## src/rtl/riscv_ctrl_pkg.sv

```systemverilog
`default_nettype none
// ============================================================================
// Module      : riscv_ctrl_pkg
// Description : Shared definitions for the multi-cycle RV32I control unit.
//               Provides the opcode constants, the control FSM state type,
//               and the select encodings for the datapath muxes, the ALU
//               operation class and the immediate format.
// Ports       : none (package)
// Revision    : 1.0 - initial release
// ============================================================================
package riscv_ctrl_pkg;

   // Base opcodes (instr[6:0])
   localparam logic [6:0] OP_LOAD   = 7'b0000011;
   localparam logic [6:0] OP_STORE  = 7'b0100011;
   localparam logic [6:0] OP_RTYPE  = 7'b0110011;
   localparam logic [6:0] OP_ITYPE  = 7'b0010011;
   localparam logic [6:0] OP_BRANCH = 7'b1100011;
   localparam logic [6:0] OP_JAL    = 7'b1101111;
   localparam logic [6:0] OP_JALR   = 7'b1100111;
   localparam logic [6:0] OP_LUI    = 7'b0110111;
   localparam logic [6:0] OP_AUIPC  = 7'b0010111;

   localparam int STATE_BITS = 4;

   typedef enum logic [STATE_BITS-1:0] {
      S_FETCH    = 4'd0,
      S_DECODE   = 4'd1,
      S_MEMADR   = 4'd2,
      S_MEMREAD  = 4'd3,
      S_MEMWB    = 4'd4,
      S_MEMWRITE = 4'd5,
      S_EXECR    = 4'd6,
      S_EXECI    = 4'd7,
      S_ALUWB    = 4'd8,
      S_BRANCH   = 4'd9,
      S_JALR     = 4'd10,
      S_JUMP     = 4'd11,
      S_LUI      = 4'd12,
      S_FAULT    = 4'd13
   } state_t;

   // ResultSrc
   localparam logic [2:0] RES_ALUOUT    = 3'b000;
   localparam logic [2:0] RES_DATA      = 3'b001;
   localparam logic [2:0] RES_ALURESULT = 3'b010;
   localparam logic [2:0] RES_IMMEXT    = 3'b011;

   // ALUSrcA
   localparam logic [1:0] SRCA_PC    = 2'b00;
   localparam logic [1:0] SRCA_OLDPC = 2'b01;
   localparam logic [1:0] SRCA_RS1   = 2'b10;

   // ALUSrcB
   localparam logic [1:0] SRCB_RS2  = 2'b00;
   localparam logic [1:0] SRCB_IMM  = 2'b01;
   localparam logic [1:0] SRCB_FOUR = 2'b10;

   // ALUOp
   localparam logic [1:0] ALUOP_ADD    = 2'b00;
   localparam logic [1:0] ALUOP_BRANCH = 2'b01;
   localparam logic [1:0] ALUOP_FUNCT  = 2'b10;

   // ImmSrc
   localparam logic [2:0] IMM_I = 3'b000;
   localparam logic [2:0] IMM_S = 3'b001;
   localparam logic [2:0] IMM_B = 3'b010;
   localparam logic [2:0] IMM_J = 3'b011;
   localparam logic [2:0] IMM_U = 3'b100;

endpackage
`default_nettype wire

```

## src/rtl/multicycle_control_fsm_if.sv

```systemverilog
`default_nettype none
// ============================================================================
// Module      : multicycle_control_fsm_if
// Description : Bundle between the control FSM and the multi-cycle datapath.
//               master : the control unit (consumes op/mem_ready, drives
//                        enables, mux selects, ALUOp, ImmSrc and status)
//               slave  : the datapath side (drives op/mem_ready)
// Ports       : none (signals: op, mem_ready, PCUpdate, Branch, AdrSrc,
//               MemWrite, IRWrite, RegWrite, ResultSrc, ALUSrcA, ALUSrcB,
//               ALUOp, ImmSrc, instr_done, illegal_instr, state_dbg)
// Revision    : 1.0 - initial release
// ============================================================================
interface multicycle_control_fsm_if #(
   parameter int STATE_W = 4
);
   logic [6:0]         op;
   logic               mem_ready;
   logic               PCUpdate;
   logic               Branch;
   logic               AdrSrc;
   logic               MemWrite;
   logic               IRWrite;
   logic               RegWrite;
   logic [2:0]         ResultSrc;
   logic [1:0]         ALUSrcA;
   logic [1:0]         ALUSrcB;
   logic [1:0]         ALUOp;
   logic [2:0]         ImmSrc;
   logic               instr_done;
   logic               illegal_instr;
   logic [STATE_W-1:0] state_dbg;

   modport master (
      input  op, mem_ready,
      output PCUpdate, Branch, AdrSrc, MemWrite, IRWrite, RegWrite,
             ResultSrc, ALUSrcA, ALUSrcB, ALUOp, ImmSrc,
             instr_done, illegal_instr, state_dbg
   );

   modport slave (
      output op, mem_ready,
      input  PCUpdate, Branch, AdrSrc, MemWrite, IRWrite, RegWrite,
             ResultSrc, ALUSrcA, ALUSrcB, ALUOp, ImmSrc,
             instr_done, illegal_instr, state_dbg
   );
endinterface
`default_nettype wire

```

## src/rtl/multicycle_control_fsm_imm_src_decoder.sv

```systemverilog
`default_nettype none
// ============================================================================
// Module      : imm_src_decoder
// Description : Combinational opcode -> immediate format select. Kept
//               separate so the pipelined core can reuse it.
// Ports       : op      in  7  opcode
//               imm_src out 3  I/S/B/J/U format select
// Revision    : 1.0 - initial release
// ============================================================================
module imm_src_decoder
   import riscv_ctrl_pkg::*;
(
   input  logic [6:0] op,
   output logic [2:0] imm_src
);
   always_comb begin
      imm_src = IMM_I;
      case (op)
         OP_STORE:          imm_src = IMM_S;
         OP_BRANCH:         imm_src = IMM_B;
         OP_JAL:            imm_src = IMM_J;
         OP_LUI, OP_AUIPC:  imm_src = IMM_U;
         default:           imm_src = IMM_I;
      endcase
   end
endmodule
`default_nettype wire

```

## src/rtl/multicycle_control_fsm.sv

```systemverilog
`default_nettype none
// ============================================================================
// Module      : multicycle_control_fsm
// Description : Moore control unit for the multi-cycle RV32I core. Sequences
//               fetch/decode/execute/memory/writeback on a shared memory
//               port and ALU, with optional memory-ready wait states and
//               sticky illegal-opcode trapping.
// Ports       : clk    in  core clock
//               reset  in  synchronous, active-high
//               ctrl   master modport of multicycle_control_fsm_if
//                      (op/mem_ready in; enables, selects, ALUOp, ImmSrc,
//                       instr_done, illegal_instr, state_dbg out)
// Revision    : 1.0 - initial release
// ============================================================================
module multicycle_control_fsm
   import riscv_ctrl_pkg::*;
#(
   parameter int SUPPORT_UTYPE = 1,
   parameter int MEM_HANDSHAKE = 0,
   parameter int STATE_W       = 4
) (
   input  logic                      clk,
   input  logic                      reset,
   multicycle_control_fsm_if.master  ctrl
);
   state_t     state_q, state_d;
   logic       w_ready;
   logic       pc_update, branch, adr_src, mem_write, ir_write, reg_write;
   logic [2:0] result_src;
   logic [1:0] alu_src_a, alu_src_b, alu_op;
   logic       instr_done, illegal_instr;

   assign w_ready = (MEM_HANDSHAKE != 0) ? ctrl.mem_ready : 1'b1;

   always_ff @(posedge clk) begin
      if (reset) state_q <= S_FETCH;
      else       state_q <= state_d;
   end

   always_comb begin
      state_d       = state_q;
      pc_update     = 1'b0;
      branch        = 1'b0;
      adr_src       = 1'b0;
      mem_write     = 1'b0;
      ir_write      = 1'b0;
      reg_write     = 1'b0;
      result_src    = RES_ALUOUT;
      alu_src_a     = SRCA_PC;
      alu_src_b     = SRCB_RS2;
      alu_op        = ALUOP_ADD;
      instr_done    = 1'b0;
      illegal_instr = 1'b0;
      case (state_q)
         S_FETCH: begin
            alu_src_b  = SRCB_FOUR;
            result_src = RES_ALURESULT;
            if (w_ready) begin
               ir_write  = 1'b1;
               pc_update = 1'b1;
               state_d   = S_DECODE;
            end
         end
         S_DECODE: begin
            alu_src_a = SRCA_OLDPC;
            alu_src_b = SRCB_IMM;
            case (ctrl.op)
               OP_LOAD, OP_STORE: state_d = S_MEMADR;
               OP_RTYPE:          state_d = S_EXECR;
               OP_ITYPE:          state_d = S_EXECI;
               OP_BRANCH:         state_d = S_BRANCH;
               OP_JAL:            state_d = S_JUMP;
               OP_JALR:           state_d = S_JALR;
               OP_LUI:            state_d = (SUPPORT_UTYPE != 0) ? S_LUI   : S_FAULT;
               // AUIPC's OldPC+imm is already in ALUOut after this cycle
               OP_AUIPC:          state_d = (SUPPORT_UTYPE != 0) ? S_ALUWB : S_FAULT;
               default:           state_d = S_FAULT;
            endcase
         end
         S_MEMADR: begin
            alu_src_a = SRCA_RS1;
            alu_src_b = SRCB_IMM;
            state_d   = (ctrl.op == OP_LOAD) ? S_MEMREAD : S_MEMWRITE;
         end
         S_MEMREAD: begin
            adr_src = 1'b1;
            if (w_ready) state_d = S_MEMWB;
         end
         S_MEMWB: begin
            result_src = RES_DATA;
            reg_write  = 1'b1;
            instr_done = 1'b1;
            state_d    = S_FETCH;
         end
         S_MEMWRITE: begin
            // Strobe held through wait cycles; memory commits on the ready cycle
            adr_src   = 1'b1;
            mem_write = 1'b1;
            if (w_ready) begin
               instr_done = 1'b1;
               state_d    = S_FETCH;
            end
         end
         S_EXECR: begin
            alu_src_a = SRCA_RS1;
            alu_op    = ALUOP_FUNCT;
            state_d   = S_ALUWB;
         end
         S_EXECI: begin
            alu_src_a = SRCA_RS1;
            alu_src_b = SRCB_IMM;
            alu_op    = ALUOP_FUNCT;
            state_d   = S_ALUWB;
         end
         S_ALUWB: begin
            reg_write  = 1'b1;
            instr_done = 1'b1;
            state_d    = S_FETCH;
         end
         S_BRANCH: begin
            alu_src_a  = SRCA_RS1;
            alu_op     = ALUOP_BRANCH;
            branch     = 1'b1;
            instr_done = 1'b1;
            state_d    = S_FETCH;
         end
         S_JALR: begin
            alu_src_a = SRCA_RS1;
            alu_src_b = SRCB_IMM;
            state_d   = S_JUMP;
         end
         S_JUMP: begin
            // PC takes the target in ALUOut while the ALU forms OldPC+4 for the link
            alu_src_a = SRCA_OLDPC;
            alu_src_b = SRCB_FOUR;
            pc_update = 1'b1;
            state_d   = S_ALUWB;
         end
         S_LUI: begin
            result_src = RES_IMMEXT;
            reg_write  = 1'b1;
            instr_done = 1'b1;
            state_d    = S_FETCH;
         end
         S_FAULT: begin
            illegal_instr = 1'b1;
         end
         default: state_d = S_FETCH;
      endcase

      // Reset overrides every side-effecting strobe so an abandoned
      // instruction leaves no partial writes.
      if (reset) begin
         pc_update  = 1'b0;
         branch     = 1'b0;
         mem_write  = 1'b0;
         ir_write   = 1'b0;
         reg_write  = 1'b0;
         instr_done = 1'b0;
      end
   end

   imm_src_decoder u_imm_src_decoder (
      .op      (ctrl.op),
      .imm_src (ctrl.ImmSrc)
   );

   assign ctrl.PCUpdate      = pc_update;
   assign ctrl.Branch        = branch;
   assign ctrl.AdrSrc        = adr_src;
   assign ctrl.MemWrite      = mem_write;
   assign ctrl.IRWrite       = ir_write;
   assign ctrl.RegWrite      = reg_write;
   assign ctrl.ResultSrc     = result_src;
   assign ctrl.ALUSrcA       = alu_src_a;
   assign ctrl.ALUSrcB       = alu_src_b;
   assign ctrl.ALUOp         = alu_op;
   assign ctrl.instr_done    = instr_done;
   assign ctrl.illegal_instr = illegal_instr;
   assign ctrl.state_dbg     = STATE_W'(state_q);
endmodule
`default_nettype wire

```

## src/flat_wrapper.sv

```systemverilog
// flat-port wrapper written by rule: the top's interface ports become plain ports
module multicycle_control_fsm_flat import riscv_ctrl_pkg::*;
#(
   parameter int SUPPORT_UTYPE = 1,
   parameter int MEM_HANDSHAKE = 0,
   parameter int STATE_W       = 4
)
  (clk, reset, ctrl_op, ctrl_mem_ready, ctrl_PCUpdate, ctrl_Branch, ctrl_AdrSrc, ctrl_MemWrite, ctrl_IRWrite, ctrl_RegWrite, ctrl_ResultSrc, ctrl_ALUSrcA, ctrl_ALUSrcB, ctrl_ALUOp, ctrl_ImmSrc, ctrl_instr_done, ctrl_illegal_instr, ctrl_state_dbg);
  multicycle_control_fsm_if #(.STATE_W(STATE_W)) ctrl_i ();
  input  logic clk;
  input  logic reset;
  input wire logic [$bits(ctrl_i.op)-1:0] ctrl_op;
  input wire logic [$bits(ctrl_i.mem_ready)-1:0] ctrl_mem_ready;
  output wire logic [$bits(ctrl_i.PCUpdate)-1:0] ctrl_PCUpdate;
  output wire logic [$bits(ctrl_i.Branch)-1:0] ctrl_Branch;
  output wire logic [$bits(ctrl_i.AdrSrc)-1:0] ctrl_AdrSrc;
  output wire logic [$bits(ctrl_i.MemWrite)-1:0] ctrl_MemWrite;
  output wire logic [$bits(ctrl_i.IRWrite)-1:0] ctrl_IRWrite;
  output wire logic [$bits(ctrl_i.RegWrite)-1:0] ctrl_RegWrite;
  output wire logic [$bits(ctrl_i.ResultSrc)-1:0] ctrl_ResultSrc;
  output wire logic [$bits(ctrl_i.ALUSrcA)-1:0] ctrl_ALUSrcA;
  output wire logic [$bits(ctrl_i.ALUSrcB)-1:0] ctrl_ALUSrcB;
  output wire logic [$bits(ctrl_i.ALUOp)-1:0] ctrl_ALUOp;
  output wire logic [$bits(ctrl_i.ImmSrc)-1:0] ctrl_ImmSrc;
  output wire logic [$bits(ctrl_i.instr_done)-1:0] ctrl_instr_done;
  output wire logic [$bits(ctrl_i.illegal_instr)-1:0] ctrl_illegal_instr;
  output wire logic [$bits(ctrl_i.state_dbg)-1:0] ctrl_state_dbg;
  assign ctrl_i.op = ctrl_op;
  assign ctrl_i.mem_ready = ctrl_mem_ready;
  assign ctrl_PCUpdate = ctrl_i.PCUpdate;
  assign ctrl_Branch = ctrl_i.Branch;
  assign ctrl_AdrSrc = ctrl_i.AdrSrc;
  assign ctrl_MemWrite = ctrl_i.MemWrite;
  assign ctrl_IRWrite = ctrl_i.IRWrite;
  assign ctrl_RegWrite = ctrl_i.RegWrite;
  assign ctrl_ResultSrc = ctrl_i.ResultSrc;
  assign ctrl_ALUSrcA = ctrl_i.ALUSrcA;
  assign ctrl_ALUSrcB = ctrl_i.ALUSrcB;
  assign ctrl_ALUOp = ctrl_i.ALUOp;
  assign ctrl_ImmSrc = ctrl_i.ImmSrc;
  assign ctrl_instr_done = ctrl_i.instr_done;
  assign ctrl_illegal_instr = ctrl_i.illegal_instr;
  assign ctrl_state_dbg = ctrl_i.state_dbg;
  multicycle_control_fsm #(.SUPPORT_UTYPE(SUPPORT_UTYPE), .MEM_HANDSHAKE(MEM_HANDSHAKE), .STATE_W(STATE_W)) u_core (.clk(clk), .reset(reset), .ctrl(ctrl_i));
endmodule
```

## config.mk

```make
export PLATFORM = sky130hd
export DESIGN_NAME = multicycle_control_fsm_flat
export DESIGN_NICKNAME = d
export VERILOG_FILES = /design/src/rtl/riscv_ctrl_pkg.sv /design/src/rtl/multicycle_control_fsm_if.sv /design/src/rtl/multicycle_control_fsm_imm_src_decoder.sv /design/src/rtl/multicycle_control_fsm.sv /design/src/flat_wrapper.sv
export SDC_FILE = /design/constraint.sdc
export NUM_CORES = 1
export LEC_CHECK = 0
export ABC_AREA = 1
export CAP_MARGIN = 10
export CORE_MARGIN = 2
export CORE_UTILIZATION = 32
export DETAILED_ROUTE_END_ITERATION = 8
export PLACE_DENSITY = 0.74
export SETUP_SLACK_MARGIN = 0.4
export SYNTH_ARGS = -nofsm -noshare
export SYNTH_HDL_FRONTEND = slang
export SYNTH_SLANG_ARGS = --single-unit
```

## constraint.sdc

```tcl
create_clock -name clk -period 1 [get_ports clk]
set_input_delay 0.15 -clock clk [delete_from_list [all_inputs] [get_ports clk]]
set_output_delay 0.15 -clock clk [all_outputs]
set_load 0.1 [all_outputs]
```

==> results.md, run 1 <==
Status:
- The run stopped with a tool error.
- The flow stopped in 3_5_place_dp.
- The first error in the log reads "[ERROR DPL-0038] Utilization greater than 100%, impossible to legalize".

Synth:
- Yosys instantiated no cell more often than sky130_fd_sc_hd__nand2_1.
- Counting flops with a built-in enable in the synthesized netlist gives 0.
- In this run, distinct cell masters in the synthesized netlist total 22.
- A synthesized cell averages 5.089 sq um.
- Ranked by total cell area, the synthesized netlist is headed by sky130_fd_sc_hd__nand2_1, sky130_fd_sc_hd__dfxtp_1, sky130_fd_sc_hd__nor2_1, sky130_fd_sc_hd__inv_1, sky130_fd_sc_hd__nand3_1.
- By count the netlist is led by sky130_fd_sc_hd__nand2_1, sky130_fd_sc_hd__nor2_1, sky130_fd_sc_hd__inv_1, sky130_fd_sc_hd__nand3_1, sky130_fd_sc_hd__o21ai_0.
- The synthesized design contains 4 register bits.
- Yosys printed 0 warnings.
- For this run, the register share of the synthesized area comes to 15.13%.
- The synthesized netlist occupies a cell area of 529.3 sq um.
- Of all cell types, the one taking the most synthesized area is sky130_fd_sc_hd__nand2_1.
- The cell count after synthesis came out at 104.
- The dominant register cell in the synthesized netlist is sky130_fd_sc_hd__dfxtp_1.
- The area share of the largest cell type after synthesis is 19.15%.
- The share of async-settable or async-resettable flops after synthesis is 0%.
- Synthesis produced a netlist with a net count of 114.

Die:
- The overall die width is 44.67 microns.
- Once the floorplan was initialized, standard cells occupied 34.73% of the core.
- In this run the count of I/O pins placed on the die edge is 34.
- The site row count is 14.
- The overall die height is 44.67 microns.

Placement:
- The weighted congestion reported at the end of routability-driven placement is 0.9022.
- The count of input and output buffers is 31.
## stage by stage
| step | instance area [sq um] | setup slack [ns] | std cells | setup TNS [ns] |
|---|---|---|---|---|
| after floorplan | 857.1 | -0.6713 | 104 | -11.04 |
| after global placement | 1649 | -0.6402 | 178 | -7.125 |
## cell families after synthesis
group,after synthesis,share of synthesized area (%)
and+or+nand+nor,60,48.23
buffers and inverters,21,15.60
AOI/OAI and AO/OA,18,20.33
DFF,4,15.13
other,1,0.7085
==> run 2: changes to the inputs <==
--- a/config.mk
+++ b/config.mk
@@ -7,11 +7,10 @@
 export LEC_CHECK = 0
 export ABC_AREA = 1
 export CAP_MARGIN = 10
-export CORE_MARGIN = 2
-export CORE_UTILIZATION = 32
+export CORE_AREA = 2 2 63 65
 export DETAILED_ROUTE_END_ITERATION = 8
-export PLACE_DENSITY = 0.74
-export SETUP_SLACK_MARGIN = 0.4
+export DIE_AREA = 0 0 65 67
+export PLACE_DENSITY_LB_ADDON = 0.15
 export SYNTH_ARGS = -nofsm -noshare
 export SYNTH_HDL_FRONTEND = slang
 export SYNTH_SLANG_ARGS = --single-unit
==> constraint.sdc (replaced) <==
create_clock -name clk -period 1.3 [get_ports clk]
set_input_delay 0.195 -clock clk [delete_from_list [all_inputs] [get_ports clk]]
set_output_delay 0.195 -clock clk [all_outputs]
set_load 0.1 [all_outputs]
==> run 2 against run 1 <==
Against the previous run:
- the flow now finishes, with violations (setup timing)
- synthesized area stayed put
- synthesized cell count stayed put
==> results.md, run 2 <==
Timing:
- The worst path uses 118.0% of the clock period.
- The final worst setup slack is -0.2335 ns.
- Setup repair after global routing could not meet its margin everywhere.
- The max-slew violation total from the final report is 0.
- The routed design could run at a clock period as short as 1.533 ns.
- The worst-case hold slack is 0.5881 ns.
- Setup violations remaining at the end of the flow were counted as 16.
- The maximum achievable frequency is 652.1 MHz.
- On the final layout, the worst clock skew is 0.0001604 ns.
- The total count of hold-check failures in the final report came to 0.

Synth:
- The total number of yosys warnings is 0 (unchanged).
- After synthesis, the cell types taking the most area are sky130_fd_sc_hd__nand2_1, sky130_fd_sc_hd__dfxtp_1, sky130_fd_sc_hd__nor2_1, sky130_fd_sc_hd__inv_1, sky130_fd_sc_hd__nand3_1.
- The most used flip-flop cell after synthesis is sky130_fd_sc_hd__dfxtp_1.
- The post-synthesis share of cell area spent on xor and xnor gates is 0% (unchanged).
- The area fraction in and, or, nand and nor cells after synthesis is 48.23% (unchanged).
- By count the netlist is led by sky130_fd_sc_hd__nand2_1, sky130_fd_sc_hd__nor2_1, sky130_fd_sc_hd__inv_1, sky130_fd_sc_hd__nand3_1, sky130_fd_sc_hd__o21ai_0.
- The number of instances in the synthesized netlist is 104 (unchanged).
- The number of enable flip-flop cells after synthesis is 0 (unchanged).
- The area share of the largest cell type after synthesis is 19.15% (unchanged).
- The netlist area before placement is 529.3 sq um (unchanged).
- The multiplexer area fraction after synthesis is 0% (unchanged).
- The net count after synthesis is 114 (unchanged).
- The adder and majority gate portion of the synthesized area is 0% (unchanged).
- The synthesized design spends more area on one cell type than any other, namely sky130_fd_sc_hd__nand2_1.
- The number of distinct library cell variants in the gate-level netlist after synthesis is 22 (unchanged).
- The proportion of synthesized chip area in sequential cells is 15.13% (unchanged).
- The compound-gate portion of the synthesized area is 20.33% (unchanged).
- The mean instance size in the synthesized netlist is 5.089 sq um (unchanged).
- Among all cell types in the netlist, the one instantiated most often is sky130_fd_sc_hd__nand2_1.
- The largest family of logic cells by synthesized area is simple AND/OR/NAND/NOR gates.
- The share of async-settable or async-resettable flops after synthesis came to 0% (unchanged).
- The post-synthesis sequential element count came to 4 (unchanged).

Final layout:
- The core utilization of the finished layout is 50.49%.
- The number of flip-flops under the largest register name is 4.
- In the final design database the tool counted 187 nets.
- The repair_antennas step left the layout with diodes totalling 0.
- The library cells used most frequently in the layout, excluding fill and tap cells, are sky130_fd_sc_hd__buf_4, sky130_fd_sc_hd__buf_12, sky130_fd_sc_hd__nand2_1.
- The cell area after layout is 1821 sq um.
- The most common cell after layout, fill and taps aside is sky130_fd_sc_hd__buf_4.
- The post-route netlist has 73.14% of its cells at a drive strength greater than 1.
- Relative to the synthesized area, the layout overhead comes to 244.0%.

Power and ir drop:
- Cell internal power was estimated by the tool at 1889 uW.
- The design draws 4478 uW.
- Combinational cells account for 88.0% of the total power.
- The areal power density over the cells is 2460 nW/um^2.
- Net switching is 57.82% of the power.
- The worst voltage drop across the vdd grid is 0.7423 mV.
- The portion of total power attributed to sequential cells is 6.3%.
- The static power due to leakage is 0.0008276 uW.
- The analysis attributes to net switching a power of 2589 uW.
- The share of total power dissipated in the clock network is 5.7%.

Status:
- The checks that failed: setup timing.
- The run finished, with violations left.

Die:
- The effective utilization at floorplan is 14.68% (-20 points).
- The die footprint is 4355 sq um.
- The overall die width is 65 microns (+46%).
- The overall die height came to 67 microns (+50%).
- The area of the core region is 3606 sq um.
- The site row count was 22 (+8).
- The I/O pin total is 34 (unchanged).

Critical path:
- The number of buffers and inverters on the critical path is 2.
- In this run the critical register-to-register path is captured at u_core.ctrl.state_dbg[3].
- The worst register-to-register path begins at u_core.ctrl.state_dbg[2].
- The critical path goes through inv_6, nor2_4, nand2_8, a31oi_4, buf_12.
- At the worst endpoint, the arrival time is 1.34 ns.
- The largest delay contributor family on the critical path is flip-flops.
- The endpoint kind of the worst setup timing path is a primary output.
- Along the worst path, the maximum fanout reaches 5.
- For this run, the slowest stage of the critical path takes 0.40 ns.
- The kind of start point of the critical path is a flop.
- The required time reported for the critical path endpoint is 1.11 ns.
- The number of cell instances on the worst register-to-register path is 7.
- Among all stages on the critical path, the largest delay is contributed by sky130_fd_sc_hd__dfxtp_4.
- The path type of the worst setup path is flop to primary output.
- The flop-to-flop setup slack is 0 ns.

Routing:
- The starting DRC count in detailed routing is 13.
- For this block, the via count after detailed routing is 919.
- Using the TritonRoute via totals, the vias-per-cell ratio works out to 4.121.
- After detailed routing, the total wire length is 2331 microns.
- After detailed routing, the number of remaining DRC violations is 0.
- The number of optimization iterations in the first detailed-route pass is 3.
- After detailed routing, the average wire length per cell comes to 10.45 microns.
- The detail route stage leaves a number of antenna-violating nets equal to 0.

Placement:
- The HPWL reported at the end of detailed placement is 1870 microns.
- Once placement finished, the instance area stood at 1584 sq um.
- The count of input and output buffers is 31 (unchanged).
- The weighted congestion reported at the end of routability-driven placement is 0.8571 (-5.0%).

Global routing:
- In the global route stage, overall resource usage came out at 11.06%.
- The initial antenna violation count is 0.
- Entering global routing, the biggest net connects 9 pins.
- The total global routing overflow is 0.
- The via count of the first global-routing pass is 923.
- The global-route wire length before repair is 3808 microns.

CTS:
- The clock network latency to the later pin of the worst-skew pair is 0.21 ns.
- The number of hold buffers added after CTS was 0.
- The CTS buffer count is 3.
- CTS built an H-tree with a depth of 1.
- The maximum clock path buffer count is 2.
- The root cell of the clock tree is sky130_fd_sc_hd__clkbuf_8.
- The CTS tree is yes.
- Clock-pin slew was measured on the worst setup and hold paths at 0.03 ns.
- The clock sink count is 4.

Worst hold path:
- The cell depth of the worst min-delay path is 7.
- In this run the worst hold path is classified as input port to flop.
- The capture endpoint of the worst hold path is u_core.ctrl.state_dbg[1].
- In this run the most critical hold path is launched from ctrl_op[2].

Flow run:
- Max-cap violations in this run came to 0.
-- run 2: cell counts after synthesis --
No cell type changed its count.
-- run 2: cell families (layout without fill, tap and decap cells) --
group | count (synthesis) | count (layout)
other | 1 | 1
and+or+nand+nor | 60 | 60
AOI/OAI and AO/OA | 18 | 18
DFF | 4 | 4
buffers and inverters | 21 | 92
-- run 2: metrics by stage --
| stage | setup TNS [ns] | std cells | setup slack, ns |
|---|---|---|---|
| 2_1_floorplan | -5.896 | 104 | -0.4040 |
| 3_3_place_gp | -2.703 | 206 | -0.4064 |
| 3_5_place_dp | -2.826 | 206 | -0.4386 |
| 4_1_cts | -2.257 | 219 | -0.2416 |
| 5_1_grt | -3.277 | 223 | -0.2919 |
| 6_report | -2.169 | 223 | -0.2335 |
-- run 2: repair_timing --
item	4_1_cts	5_1_grt
gates resized for setup	39	25
setup endpoints to repair	23	22
pin swaps	17	9
setup buffers	10	4
-- run 2: metal layers --
layer	global-route usage [%]	up-vias	wire length, microns
met5	0	-	0
met4	3.989	0	6
met3	1.520	2	82
met2	21.52	16	1280
met1	12.05	424	961
li1	-	477	-
-- run 2: worst register-to-register path, stage by stage (launching register included) --
cell and delay (ns):
sky130_fd_sc_hd__dfxtp_4 0.40, sky130_fd_sc_hd__nor2_4 0.08, sky130_fd_sc_hd__buf_4 0.13, sky130_fd_sc_hd__buf_4 0.12, sky130_fd_sc_hd__buf_4 0.12, sky130_fd_sc_hd__o211a_1 0.22, sky130_fd_sc_hd__nand2_1 0.08, sky130_fd_sc_hd__nand2_1 0.04
-- run 2: worst max-delay path by stage --
| stage | to | start | slack [ns] | cells after the start |
|---|---|---|---|---|
| after floorplan | ctrl_instr_done | u_core.ctrl.state_dbg[0] | -0.40 | 4 |
| final | ctrl_instr_done | u_core.ctrl.state_dbg[2] | -0.23 | 5 |
| after global routing | ctrl_instr_done | u_core.ctrl.state_dbg[0] | -0.29 | 6 |
| after detailed placement | ctrl_ImmSrc[0] | ctrl_op[2] | -0.44 | 6 |
| after global placement | ctrl_ImmSrc[0] | ctrl_op[2] | -0.41 | 6 |
| after CTS | ctrl_instr_done | u_core.ctrl.state_dbg[2] | -0.24 | 5 |
-- run 2: cell type report --
type	count	area [sq um]
multi-input combinational	79	685.7
fill	330	1785
tap	48	60.06
timing repair buffer	70	850.8
sequential	4	95.09
inverter	19	87.58
clock buffer	3	41.29
-- run 2: power by group through the flow --
| stage | Sequential (uW) | Clock [uW] | Combinational, uW |
|---|---|---|---|
| floorplan | 540 | 0 | 1990 |
| global placement | 281 | 0 | 3570 |
| detailed placement | 281 | 0 | 3580 |
| CTS | 287 | 265 | 3830 |
| global route | 294 | 277 | 4110 |
| finish | 284 | 254 | 3940 |
Note: power is estimated with default switching activity, not from simulation.
